$ cat src/rtl/scan_pkg.sv
// Shared types and default sizes for the scan chain controller.
//   scan_state_e    : controller sequence states
//   DEF_NCHAIN      : default number of parallel chains
//   DEF_CHAIN_LEN   : default bits per chain
package scan_pkg;

  localparam int DEF_NCHAIN    = 2;
  localparam int DEF_CHAIN_LEN = 4;

  typedef enum logic [2:0] {
    IDLE    = 3'd0,
    CAPTURE = 3'd1,
    SHIFT   = 3'd2,
    UPDATE  = 3'd3,
    DONE    = 3'd4
  } scan_state_e;

endpackage

$ cat src/rtl/scan_chain_ctrl_if.sv
// Request/completion handshake between the tester side and the controller.
//   start     : request, one cycle wide
//   cap_en    : capture core values before shifting (sampled with start)
//   upd_en    : load the update register after shifting (sampled with start)
//   shift_len : shift count; 0 or more than the chain length means full length
//   busy      : sequence in progress
//   done      : one-cycle completion pulse
//
// Handshake: start is accepted only on an edge where the controller is idle
// (busy low, done low) and ScanMode is high; busy rises on that same edge.
// A start seen at any other time is dropped, never queued. The sequence ends
// with exactly one cycle of done with busy low, unless aborted or reset, in
// which case busy drops and no done is produced.
interface scan_chain_ctrl_if #(
  parameter int CNT_W = 3
);
  logic             start;
  logic             cap_en;
  logic             upd_en;
  logic [CNT_W-1:0] shift_len;
  logic             busy;
  logic             done;

  modport master (output start, cap_en, upd_en, shift_len, input busy, done);
  modport slave  (input start, cap_en, upd_en, shift_len, output busy, done);
endinterface

$ cat src/rtl/scan_chain_seg.sv
// One shift segment of LEN bits. Capture load takes priority over shift.
//   clk, rst_n : clock, asynchronous active-low clear
//   cap_en     : load cap_data in parallel
//   shift_en   : shift left one place, sin entering bit 0
//   sout       : serial output, the segment MSB
//   q          : parallel contents
module scan_chain_seg #(
  parameter int LEN = 4
) (
  input  logic           clk,
  input  logic           rst_n,
  input  logic           cap_en,
  input  logic           shift_en,
  input  logic [LEN-1:0] cap_data,
  input  logic           sin,
  output logic           sout,
  output logic [LEN-1:0] q
);
  logic [LEN-1:0] sr_q;

  always_ff @(posedge clk or negedge rst_n) begin
    if (!rst_n) begin
      sr_q <= '0;
    end else if (cap_en) begin
      sr_q <= cap_data;
    end else if (shift_en) begin
      sr_q <= {sr_q[LEN-2:0], sin};
    end
  end

  assign q    = sr_q;
  assign sout = sr_q[LEN-1];
endmodule

$ cat src/rtl/scan_chain_ctrl.sv
// Multi-chain scan controller: capture -> shift -> update under a
// start/busy/done handshake, driving an update register into the core.
//   ScanClk, ScanClr_n : clock, asynchronous active-low clear
//   ScanMode           : test-mode enable; low aborts to IDLE
//   ScanBypass         : (SCAN_BYPASS_EN only) one-flop bypass per chain
//   hs                 : start/cap_en/upd_en/shift_len in, busy/done out
//   ScanIn / ScanOut   : serial data per chain
//   core_cap           : parallel capture data, chain c at [c*CHAIN_LEN +: CHAIN_LEN]
//   upd_q              : update register, same bit mapping
//   dbg_state          : current sequencer state
// Optional feature macro: SCAN_BYPASS_EN.
module scan_chain_ctrl import scan_pkg::*; #(
  parameter int NCHAIN    = DEF_NCHAIN,
  parameter int CHAIN_LEN = DEF_CHAIN_LEN,
  parameter int CNT_W     = $clog2(CHAIN_LEN + 1)
) (
  input  logic                        ScanClk,
  input  logic                        ScanClr_n,
  input  logic                        ScanMode,
`ifdef SCAN_BYPASS_EN
  input  logic                        ScanBypass,
`endif
  scan_chain_ctrl_if.slave            hs,
  input  logic [NCHAIN-1:0]           ScanIn,
  input  logic [NCHAIN*CHAIN_LEN-1:0] core_cap,
  output logic [NCHAIN-1:0]           ScanOut,
  output logic [NCHAIN*CHAIN_LEN-1:0] upd_q,
  output scan_state_e                 dbg_state
);
  scan_state_e             state_q, state_d;
  logic [CNT_W-1:0]        cnt_q, cnt_d, eff_len;
  logic                    updf_q, updf_d;
  logic                    do_cap, do_shift, do_upd;
  logic                    byp_mode;
  logic [NCHAIN-1:0]       seg_out;
  logic [NCHAIN*CHAIN_LEN-1:0] sr;

  // Out-of-range requests fall back to a full-length shift.
  assign eff_len = (hs.shift_len == '0 || hs.shift_len > CNT_W'(CHAIN_LEN))
                   ? CNT_W'(CHAIN_LEN) : hs.shift_len;

`ifdef SCAN_BYPASS_EN
  logic              byp_q, byp_d;
  logic [NCHAIN-1:0] byp_r;
  assign byp_mode = byp_q;
`else
  assign byp_mode = 1'b0;
`endif

  always_ff @(posedge ScanClk or negedge ScanClr_n) begin
    if (!ScanClr_n) begin
      state_q <= IDLE;
      cnt_q   <= '0;
      updf_q  <= 1'b0;
    end else begin
      state_q <= state_d;
      cnt_q   <= cnt_d;
      updf_q  <= updf_d;
    end
  end

  always_comb begin
    state_d  = state_q;
    cnt_d    = cnt_q;
    updf_d   = updf_q;
    do_cap   = 1'b0;
    do_shift = 1'b0;
    do_upd   = 1'b0;
`ifdef SCAN_BYPASS_EN
    byp_d    = byp_q;
`endif
    case (state_q)
      IDLE: begin
        if (hs.start && ScanMode) begin
          updf_d  = hs.upd_en;
          cnt_d   = eff_len;
          state_d = hs.cap_en ? CAPTURE : SHIFT;
`ifdef SCAN_BYPASS_EN
          byp_d = ScanBypass;
          // Bypass: a single shift through the one-flop path, no capture/update.
          if (ScanBypass) begin
            updf_d  = 1'b0;
            cnt_d   = CNT_W'(1);
            state_d = SHIFT;
          end
`endif
        end
      end
      CAPTURE: begin
        do_cap  = 1'b1;
        state_d = SHIFT;
      end
      SHIFT: begin
        do_shift = 1'b1;
        cnt_d    = cnt_q - CNT_W'(1);
        if (cnt_q == CNT_W'(1)) begin
          state_d = updf_q ? UPDATE : DONE;
        end
      end
      UPDATE: begin
        do_upd  = 1'b1;
        state_d = DONE;
      end
      DONE:    state_d = IDLE;
      default: state_d = IDLE;
    endcase
    // Leaving test mode cancels whatever step was due; sr keeps partial data.
    if (state_q != IDLE && !ScanMode) begin
      state_d  = IDLE;
      do_cap   = 1'b0;
      do_shift = 1'b0;
      do_upd   = 1'b0;
    end
  end

  for (genvar c = 0; c < NCHAIN; c++) begin : g_chain
    scan_chain_seg #(.LEN(CHAIN_LEN)) u_seg (
      .clk      (ScanClk),
      .rst_n    (ScanClr_n),
      .cap_en   (do_cap),
      .shift_en (do_shift && !byp_mode),
      .cap_data (core_cap[c*CHAIN_LEN +: CHAIN_LEN]),
      .sin      (ScanIn[c]),
      .sout     (seg_out[c]),
      .q        (sr[c*CHAIN_LEN +: CHAIN_LEN])
    );
  end

  always_ff @(posedge ScanClk or negedge ScanClr_n) begin
    if (!ScanClr_n) begin
      upd_q <= '0;
    end else if (do_upd) begin
      upd_q <= sr;
    end
  end

`ifdef SCAN_BYPASS_EN
  always_ff @(posedge ScanClk or negedge ScanClr_n) begin
    if (!ScanClr_n) begin
      byp_q <= 1'b0;
      byp_r <= '0;
    end else begin
      byp_q <= byp_d;
      if (do_shift && byp_q) begin
        byp_r <= ScanIn;
      end
    end
  end
  assign ScanOut = byp_mode ? byp_r : seg_out;
`else
  assign ScanOut = seg_out;
`endif

  assign hs.busy   = (state_q == CAPTURE) || (state_q == SHIFT) || (state_q == UPDATE);
  assign hs.done   = (state_q == DONE);
  assign dbg_state = state_q;
endmodule

$ cat src/flat_wrapper.sv
// flat-port wrapper written by rule: the top's interface ports become plain ports
module scan_chain_ctrl_flat import scan_pkg::*;
#(
  parameter int NCHAIN    = DEF_NCHAIN,
  parameter int CHAIN_LEN = DEF_CHAIN_LEN,
  parameter int CNT_W     = $clog2(CHAIN_LEN + 1)
)
  (ScanClk, ScanClr_n, ScanMode, ScanIn, core_cap, ScanOut, upd_q, dbg_state, hs_start, hs_cap_en, hs_upd_en, hs_shift_len, hs_busy, hs_done);
  scan_chain_ctrl_if #(.CNT_W(CNT_W)) hs_i ();
  input  logic ScanClk;
  input  logic ScanClr_n;
  input  logic ScanMode;
  input  logic [NCHAIN-1:0] ScanIn;
  input  logic [NCHAIN*CHAIN_LEN-1:0] core_cap;
  output logic [NCHAIN-1:0] ScanOut;
  output logic [NCHAIN*CHAIN_LEN-1:0] upd_q;
  output scan_state_e dbg_state;
  input wire logic [$bits(hs_i.start)-1:0] hs_start;
  input wire logic [$bits(hs_i.cap_en)-1:0] hs_cap_en;
  input wire logic [$bits(hs_i.upd_en)-1:0] hs_upd_en;
  input wire logic [$bits(hs_i.shift_len)-1:0] hs_shift_len;
  output wire logic [$bits(hs_i.busy)-1:0] hs_busy;
  output wire logic [$bits(hs_i.done)-1:0] hs_done;
  assign hs_i.start = hs_start;
  assign hs_i.cap_en = hs_cap_en;
  assign hs_i.upd_en = hs_upd_en;
  assign hs_i.shift_len = hs_shift_len;
  assign hs_busy = hs_i.busy;
  assign hs_done = hs_i.done;
  scan_chain_ctrl #(.NCHAIN(NCHAIN), .CHAIN_LEN(CHAIN_LEN), .CNT_W(CNT_W)) u_core (.ScanClk(ScanClk), .ScanClr_n(ScanClr_n), .ScanMode(ScanMode), .hs(hs_i), .ScanIn(ScanIn), .core_cap(core_cap), .ScanOut(ScanOut), .upd_q(upd_q), .dbg_state(dbg_state));
endmodule
$ cat config.mk
export PLATFORM = sky130hd
export DESIGN_NAME = scan_chain_ctrl_flat
export DESIGN_NICKNAME = d
export VERILOG_FILES = /design/src/rtl/scan_pkg.sv /design/src/rtl/scan_chain_ctrl_if.sv /design/src/rtl/scan_chain_seg.sv /design/src/rtl/scan_chain_ctrl.sv /design/src/flat_wrapper.sv
export SDC_FILE = /design/constraint.sdc
export NUM_CORES = 1
export LEC_CHECK = 0
export ABC_AREA = 1
export ABC_CLOCK_PERIOD_IN_PS = 2100
export BUFFER_PORTS_ARGS = -buffer_cell sky130_fd_sc_hd__buf_2
export CAP_MARGIN = 25
export CORE_ASPECT_RATIO = 0.6
export CORE_MARGIN = 8
export CORE_UTILIZATION = 46
export CTS_CLUSTER_SIZE = 28
export DETAILED_ROUTE_END_ITERATION = 10
export GPL_ROUTABILITY_DRIVEN = 0
export PLACE_DENSITY = 0.79
export SYNTH_ARGS = -nofsm -noshare
export SYNTH_HDL_FRONTEND = slang
export SYNTH_HIERARCHICAL = 1
export SYNTH_SLANG_ARGS = --single-unit
$ cat constraint.sdc
create_clock -name ScanClk -period 2.1 [get_ports ScanClk]
set_clock_uncertainty 0.2 [all_clocks]
set_input_delay 0.315 -clock ScanClk [delete_from_list [all_inputs] [get_ports ScanClk]]
set_output_delay 0.315 -clock ScanClk [all_outputs]
set_load 0.02 [all_outputs]
==> results of run 1 <==
==> logic make-up after synthesis <==
| kind of cell | Yosys count |
|---|---|
| compound gates | 18 |
| xor+xnor | 1 |
| fa+ha+maj | 3 |
| buf+inv | 30 |
| flops | 23 |
| simple gates | 79 |
==> cell usage after synthesis <==
cell,count,area [sq um]
nand2_1,37,138.9
dfrtp_1,23,575.6
inv_1,23,86.33
nand3_1,19,95.09
nor2_1,13,48.80
o21ai_2,8,70.07
inv_2,4,15.01
nand2_2,4,25.02
o21ai_1,4,20.02
ha_1,3,37.54
o21ai_0,3,15.01
buf_4,2,15.01
a21oi_1,1,5.000
buf_6,1,11.26
nand2_4,1,11.26
nand3_4,1,17.52
nand4_1,1,6.260
nor2_2,1,6.260
nor2_8,1,20.02
nor4_1,1,6.260
o211ai_1,1,7.510
o21bai_1,1,7.510
xnor2_1,1,8.760
==> per-layer routing <==
| metal | vias up | global-route usage (%) |
|---|---|---|
| met5 | - | 0 |
| met3 | 4 | 5.036 |
| met1 | 494 | 15.03 |
| met4 | 0 | 4.478 |
| met2 | 28 | 20.64 |
| li1 | 556 | - |
==> flip-flops by register name, summed over array words and instances (netlist names) <==
signal	cells
u_core/cnt_q	3
u_core/upd_q	8
u_core/dbg_state	3
u_core/g_chain.u_seg/q	8
u_core/updf_q	1
==> worst paths after layout <==
| path | startpoint | endpoint | slack (ps) | cells after the start |
|---|---|---|---|---|
| worst max-delay path | u_core/dbg_state[0] | hs_done | 360 | 4 |
| worst min-delay path | hs_upd_en | u_core/updf_q | 50 | 3 |
| worst max register to register | u_core/dbg_state[0] | u_core/g_chain[0].u_seg/q[2] | 380 | 6 |
| worst min register to register | u_core/upd_q[7] | u_core/upd_q[7] | 280 | 2 |
| max in group asynchronous | ScanClr_n | u_core/upd_q[4] | 1010 | 2 |
| min in group asynchronous | ScanClr_n | u_core/dbg_state[1] | 350 | 2 |
==> area by class of cell <==
| type | instances | area, sq um | area share (%) |
|---|---|---|---|
| clock buffer | 4 | 45.04 | 3.008 |
| inverter | 27 | 101.3 | 6.767 |
| multi-input combinational | 101 | 553.0 | 36.93 |
| sequential | 23 | 575.6 | 38.43 |
| tap | 32 | 40.04 | 2.673 |
| timing repair buffer | 35 | 182.7 | 12.20 |
==> worst max-delay path, cell delays in order, from the launching register on <==
cell     delay, ps
dfrtp_1        470
inv_2          170
nand2_1         70
nor2_1          80
buf_2          170
==> per-stage QoR <==
stage                     utilization, %  instances
final                              58.97        222
after global routing               58.97        222
after CTS                          58.97        222
after detailed placement           56.80        217
after global placement             56.80        217
after floorplan                        -        154
==> power groups by stage <==
| stage | clock (W) | combinational (W) | sequential (W) |
|---|---|---|---|
| detailed placement | 0 | 0.000959 | 0.000794 |
| finish | 0.000273 | 0.000956 | 0.000788 |
| floorplan | 0 | 0.000587 | 0.000893 |
| global placement | 0 | 0.000921 | 0.000782 |
| global route | 0.000294 | 0.00109 | 0.000814 |
| CTS | 0.000278 | 0.000963 | 0.000786 |
==> run_results.csv, run 1 <==
group,metric,value,unit
cts,clock_path_buffers,2,
critical_path,cp-start-kind,"flop",
placement,pre_cts_ws,421.1,ps
finish,mostFrequentLayoutCells,"nand2_1, buf_2, inv_1, dfrtp_1, nand3_1",
route,wl_met2,1.267,mm
floorplanning,fp.dieH,56.38,um
yosys,yosys.area_share.adder,3.003,%
yosys,synth_top_family_by_area,"simple AND/OR/NAND/NOR gates",
yosys,ys_warn_count,6,
sta,max_freq,575.9,MHz
yosys,syn_inst,154,
status,outcome,"completed",
min_path,worstHoldPathType,"input port to flop",
yosys,synth_seq_area_share,46.05,%
power,p_sw,0.0009089,W
power,irDropWorstVdd,0.0005147,V
route,via_per_inst,4.874,
cts,cts_setup_buffers,0,
cts,cts_tree,"yes",
global_routing,grt_pass1_vias,1107,
sta,period_share,82.69,%
placement,postPlaceCellArea,1443,sq um
sta,setup_ws,363.5,ps
yosys,ys_ff_latch,23,
cts,cts_buffers,3,
floorplanning,start_util,49.21,%
cts,cts_resized,0,
power,power_density,1346,nW/um^2
yosys,avgSynthCellArea,8.117,sq um
cts,clk_pin_slew,80,ps
finish,fill_cells,235,
floorplanning,dieArea,4696,sq um
global_routing,grt_overflow,0,
power,switching_share,45.08,%
power,seq_power_share,39.1,%
critical_path,worstPathMaxFanout,6,
cts,clock_sinks,23,
yosys,yosys.cell_types.count,23,
sta,setup_tns,0,ps
power,power_frac_clock,13.5,%
route,routed-wl-met3,164,um
sta,slew_headroom,65.96,%
floorplanning,core_area,2540,sq um
route,wl_per_cell,12.64,um
sta,hold_viol,0,
route,drtPass1Iterations,5,
route,via_count,1082,
power,p_leak,0.8114,nW
finish,synthToLayoutAreaGrowth,19.82,%
sta,tightest_slew,510.6,ps
route,wl_met1,1.334,mm
finish,drive_gt1_share,30.53,%
sta,post-route-min-period,1736,ps
route,topRoutingLayerUsed,"met4",
sta,hold_ws,51.84,ps
finish,final_nets,213,
cts,cts.htree.levels,1,
critical_path,arrival,1220,ps
placement,numPortBuffers,33,
run,max_cap_viol_count,0,
global_routing,antenna_found_initial,0,
floorplanning,rows,14,
route,drt-total-wl,2.806,mm
placement,dpl.hpwl,2.243,mm
route,drt_iter0_markers,46,
sta,slew_violations,0,
critical_path,worstSetupPathType,"flop to output port",
power,p_int,0.001107,W
floorplanning,fp.dieW,83.30,um
finish,num_antenna_cells,0,
finish,layout_commonest_cell,"nand2_1",
critical_path,end_kind,"output port",
route,antenna_left,0,
cts,cts_hold_buf,1,
yosys,syn_area,1250,sq um
global_routing,grtUsageTotal,12.77,%
cts,cts_root_buf,"clkbuf_8",
cts,clkLatencyLatePin,260,ps
power,power,0.002016,W
global_routing,grt_start_max_net_pins,24,
sta,rsz0062_at_grt,"false",
power,power_frac_comb,47.4,%
sta,finalSetupViolCount,0,
yosys,synth.mux.area_fraction,0,%
route,drc,0,
finish,final_area,1498,sq um
global_routing,grt_pass1_wl,5.037,mm
yosys,synth_nets,176,
yosys,synth_compound_area_share,10.01,%
critical_path,critPathRequiredTime,1580,ps
floorplanning,pin_count,34,
yosys,synth_xor_area_share,0.7007,%
yosys,synth_simple_gate_area_share,30.03,%
(Power assumes the default switching activity.)
==> inputs of run 2 (changes only) <==
--- a/config.mk
+++ b/config.mk
@@ -5,17 +5,17 @@
 export SDC_FILE = /design/constraint.sdc
 export NUM_CORES = 1
 export LEC_CHECK = 0
-export ABC_AREA = 1
-export ABC_CLOCK_PERIOD_IN_PS = 2100
+export ABC_AREA = 0
+export ABC_CLOCK_PERIOD_IN_PS = 1500
 export BUFFER_PORTS_ARGS = -buffer_cell sky130_fd_sc_hd__buf_2
 export CAP_MARGIN = 25
 export CORE_ASPECT_RATIO = 0.6
 export CORE_MARGIN = 8
-export CORE_UTILIZATION = 46
+export CORE_UTILIZATION = 45
 export CTS_CLUSTER_SIZE = 28
 export DETAILED_ROUTE_END_ITERATION = 10
 export GPL_ROUTABILITY_DRIVEN = 0
-export PLACE_DENSITY = 0.79
+export PLACE_DENSITY = 0.78
 export SYNTH_ARGS = -nofsm -noshare
 export SYNTH_HDL_FRONTEND = slang
 export SYNTH_HIERARCHICAL = 1
==> constraint.sdc (replaced) <==
create_clock -name ScanClk -period 1.5 [get_ports ScanClk]
set_clock_uncertainty 0.2 [all_clocks]
set_input_delay 0.225 -clock ScanClk [delete_from_list [all_inputs] [get_ports ScanClk]]
set_output_delay 0.225 -clock ScanClk [all_outputs]
set_load 0.02 [all_outputs]
==> run 2 against run 1 <==
- the flow now finishes with violations (negative hold slack, negative setup slack)
- combinational power rose by 72%
- wire length rose by 8.2%
- clock-buffer cell count fell by 1
- power rose by 55%
- critical endpoint is now u_core/updf_q
- highest routed layer unchanged
==> run_results.csv, run 2 <==
group,metric,value,unit
cts,cts_root_buf,"clkbuf_8",
finish,num_antenna_cells,0,
floorplanning,start_util,47.65,%
yosys,syn_area,1194,sq um
yosys,ys_ff_latch,23,
yosys,avgSynthCellArea,11.82,sq um
global_routing,grt_pass1_wl,4.574,mm
yosys,synth_seq_area_share,48.22,%
critical_path,end_kind,"flop",
route,wl_per_cell,16.14,um
yosys,ys_warn_count,6,
finish,seq_area,579.3,sq um
yosys,ys_top_cells_by_count,"dfrtp_1, mux2i_1, nand2_1",
finish,layout.cells.non_filler,188,
finish,final_area,1762,sq um
finish,layout_commonest_cell,"buf_2",
global_routing,grt_start_max_net_pins,24,
floorplanning,core_area,2505,sq um
finish,fill_cells,178,
yosys,synth-async-reset-ratio,100.0,%
yosys,syn_inst,101,
route,via_per_inst,5.176,
yosys,synth_ff_type,"dfrtp_1",
yosys,synth_nets,123,
power,power_frac_clock,12.1,%
status,violations,"negative hold slack, negative setup slack",
sta,finalSetupViolCount,24,
power,power_density,1771,nW/um^2
power,power_frac_comb,52.6,%
cts,cts_tree,"yes",
sta,post-route-min-period,1646,ps
placement,dpl.hpwl,1.979,mm
global_routing,grt_overflow,0,
route,topRoutingLayerUsed,"met4",
finish,synthToLayoutAreaGrowth,47.59,%
cts,clkLatencyLatePin,260,ps
finish,final_core_util,70.33,%
critical_path,cp_slowest_stage_delay,430,ps
sta,tightest_slew,515.6,ps
power,irDropWorstVdd,0.0008042,V
finish,final_nets,179,
route,antenna_left,0,
sta,hold_viol,1,
yosys,yosys.cell_types.count,33,
global_routing,grt_pass1_vias,985,
cts,clock_sinks,23,
placement,postPlaceCellArea,1446,sq um
route,drt-total-wl,3.035,mm
critical_path,critPathRequiredTime,1460,ps
cts,cts_buffers,3,
sta,slew_headroom,65.63,%
floorplanning,dieArea,4611,sq um
cts,clk_pin_slew,80,ps
cts,clock_path_buffers,2,
critical_path,crit_family,"simple AND/OR/NAND/NOR gates",
sta,setup_ws,-146.1,ps
route,via_count,973,
critical_path,worstPathMaxFanout,6,
route,wl_met2,1.413,mm
power,p_sw,0.001194,W
power,p_int,0.001926,W
floorplanning,fp.dieH,55.90,um
floorplanning,pin_count,34,
sta,max_freq,607.5,MHz
yosys,post-synth-top-count-cell,"dfrtp_1",
placement,pre_cts_ws,-116.9,ps
placement,dp_cells,171,
placement,numPortBuffers,33,
finish,drive_gt1_share,54.49,%
critical_path,cpMaxStageDelayCell,"dfrtp_2",
cts,cts.htree.levels,1,
floorplanning,fp.dieW,82.49,um
global_routing,grtUsageTotal,12.48,%
finish,multi_input_area,661.9,sq um
critical_path,critPathBufInv,1,
sta,period_share,109.7,%
critical_path,worstSetupPathType,"flop to flop",
critical_path,crit_path_cell_trace,"buf_12 -> nor4b_4 -> and2_4 -> mux2_4",
route,routed-wl-met3,228,um
power,switching_share,38.26,%
critical_path,arrival,1600,ps
min_path,worstHoldPathType,"input port to flop",
finish,mostFrequentLayoutCells,"buf_2, dfrtp_1, buf_4",
yosys,synth_area_leader_cell,"dfrtp_1",
status,outcome,"finished with violations",
route,drt_iter0_markers,42,
sta,rsz0062_at_grt,"true",
route,drtPass1Iterations,4,
power,seq_power_share,35.3,%
global_routing,antenna_found_initial,0,
power,p_leak,0.8738,nW
power,power,0.003120,W
sta,hold_ws,-0.4737,ps
route,wl_met1,1.362,mm
yosys,synth_top_area_share,48.22,%
critical_path,cp-start-kind,"flop",
yosys,synth_area_leaders,"dfrtp_1, mux2i_1, mux2_2, o21ai_1, ha_1",
sta,slew_violations,0,
yosys,synth_edf_count,0,
run,max_cap_viol_count,0,
route,drc,0,
floorplanning,rows,14,
[run 2: changes by cell type in the layout (fill, tap and decap cells not counted), sizes merged, moves of 3 or more]
cell	before	now
and2	0	3
dlygate4sd3	1	9
nand2	42	9
inv	27	4
nand3	20	0
o21ai	15	8
nor2	15	2
mux2	0	9
mux2i	0	9
buf	34	48
nor2b	0	3
[run 2: final cells by class]
class	instances	share of cell area, %
clock inverter	1	0.2841
inverter	4	0.8523
tap	32	2.273
timing repair buffer	57	23.79
clock buffer	3	2.344
sequential	23	32.88
multi-input combinational	68	37.57
[run 2: final timing paths]
kind                                startpoint                            to  slack, ps  depth (start not counted)
setup / recovery           u_core/dbg_state[0]                 u_core/updf_q       -150                          4
hold / removal                     core_cap[0]  u_core/g_chain[0].u_seg/q[0]       -0.5                          3
setup reg to reg           u_core/dbg_state[0]                 u_core/updf_q       -150                          4
hold reg to reg                u_core/upd_q[1]               u_core/upd_q[1]        320                          1
max in group asynchronous            ScanClr_n           u_core/dbg_state[1]        460                          2
min in group asynchronous            ScanClr_n  u_core/g_chain[0].u_seg/q[3]        260                          2
[run 2: per-layer routing]
| layer | GRT usage (%) | up-vias |
|---|---|---|
| met3 | 5.484 | 6 |
| met1 | 15.00 | 476 |
| li1 | - | 468 |
| met2 | 19.80 | 23 |
| met5 | 0 | - |
| met4 | 2.934 | 0 |
[run 2: tightest hold or removal path: stages]
cell and delay, ps:
buf_2 80, nand2_1 50, o21ai_1 70
[run 2: power by group through the flow]
stage               clock network (W)  logic, W  registers (W)
floorplan                           0  0.000752        0.00121
detailed placement                  0   0.00124        0.00111
finish                       0.000379   0.00164        0.00110
global placement                    0   0.00120        0.00111
global route                 0.000426   0.00178        0.00113
CTS                          0.000393   0.00143        0.00108
[run 2: per-stage QoR]
stage          hold slack, ps  setup TNS (ps)
6_report              -0.4737           -1939
5_1_grt                 5.129           -3357
4_1_cts                 2.751           -2438
3_5_place_dp            23.75           -1143
3_3_place_gp            20.08          -618.5
2_1_floorplan          -270.6           -2058
[run 2: logic make-up (layout without fill, tap and decap cells)]
| family | after synthesis | after routing | synth area share [%] |
|---|---|---|---|
| mux | 18 | 18 | 16.35 |
| fa+ha+maj | 3 | 3 | 3.145 |
| flops | 23 | 23 | 48.22 |
| buf+inv | 10 | 65 | 5.764 |
| simple gates | 32 | 32 | 18.35 |
| compound gates | 15 | 15 | 8.177 |
[run 2: what timing repair did]
action | CTS | global route
hold endpoints to repair | 31 | 0
gates resized for setup | 10 | 23
pin swaps | 7 | 7
setup buffers | 2 | 2
hold buffers | 9 | 0
setup endpoints to repair | 21 | 26
gates cloned | 0 | 0
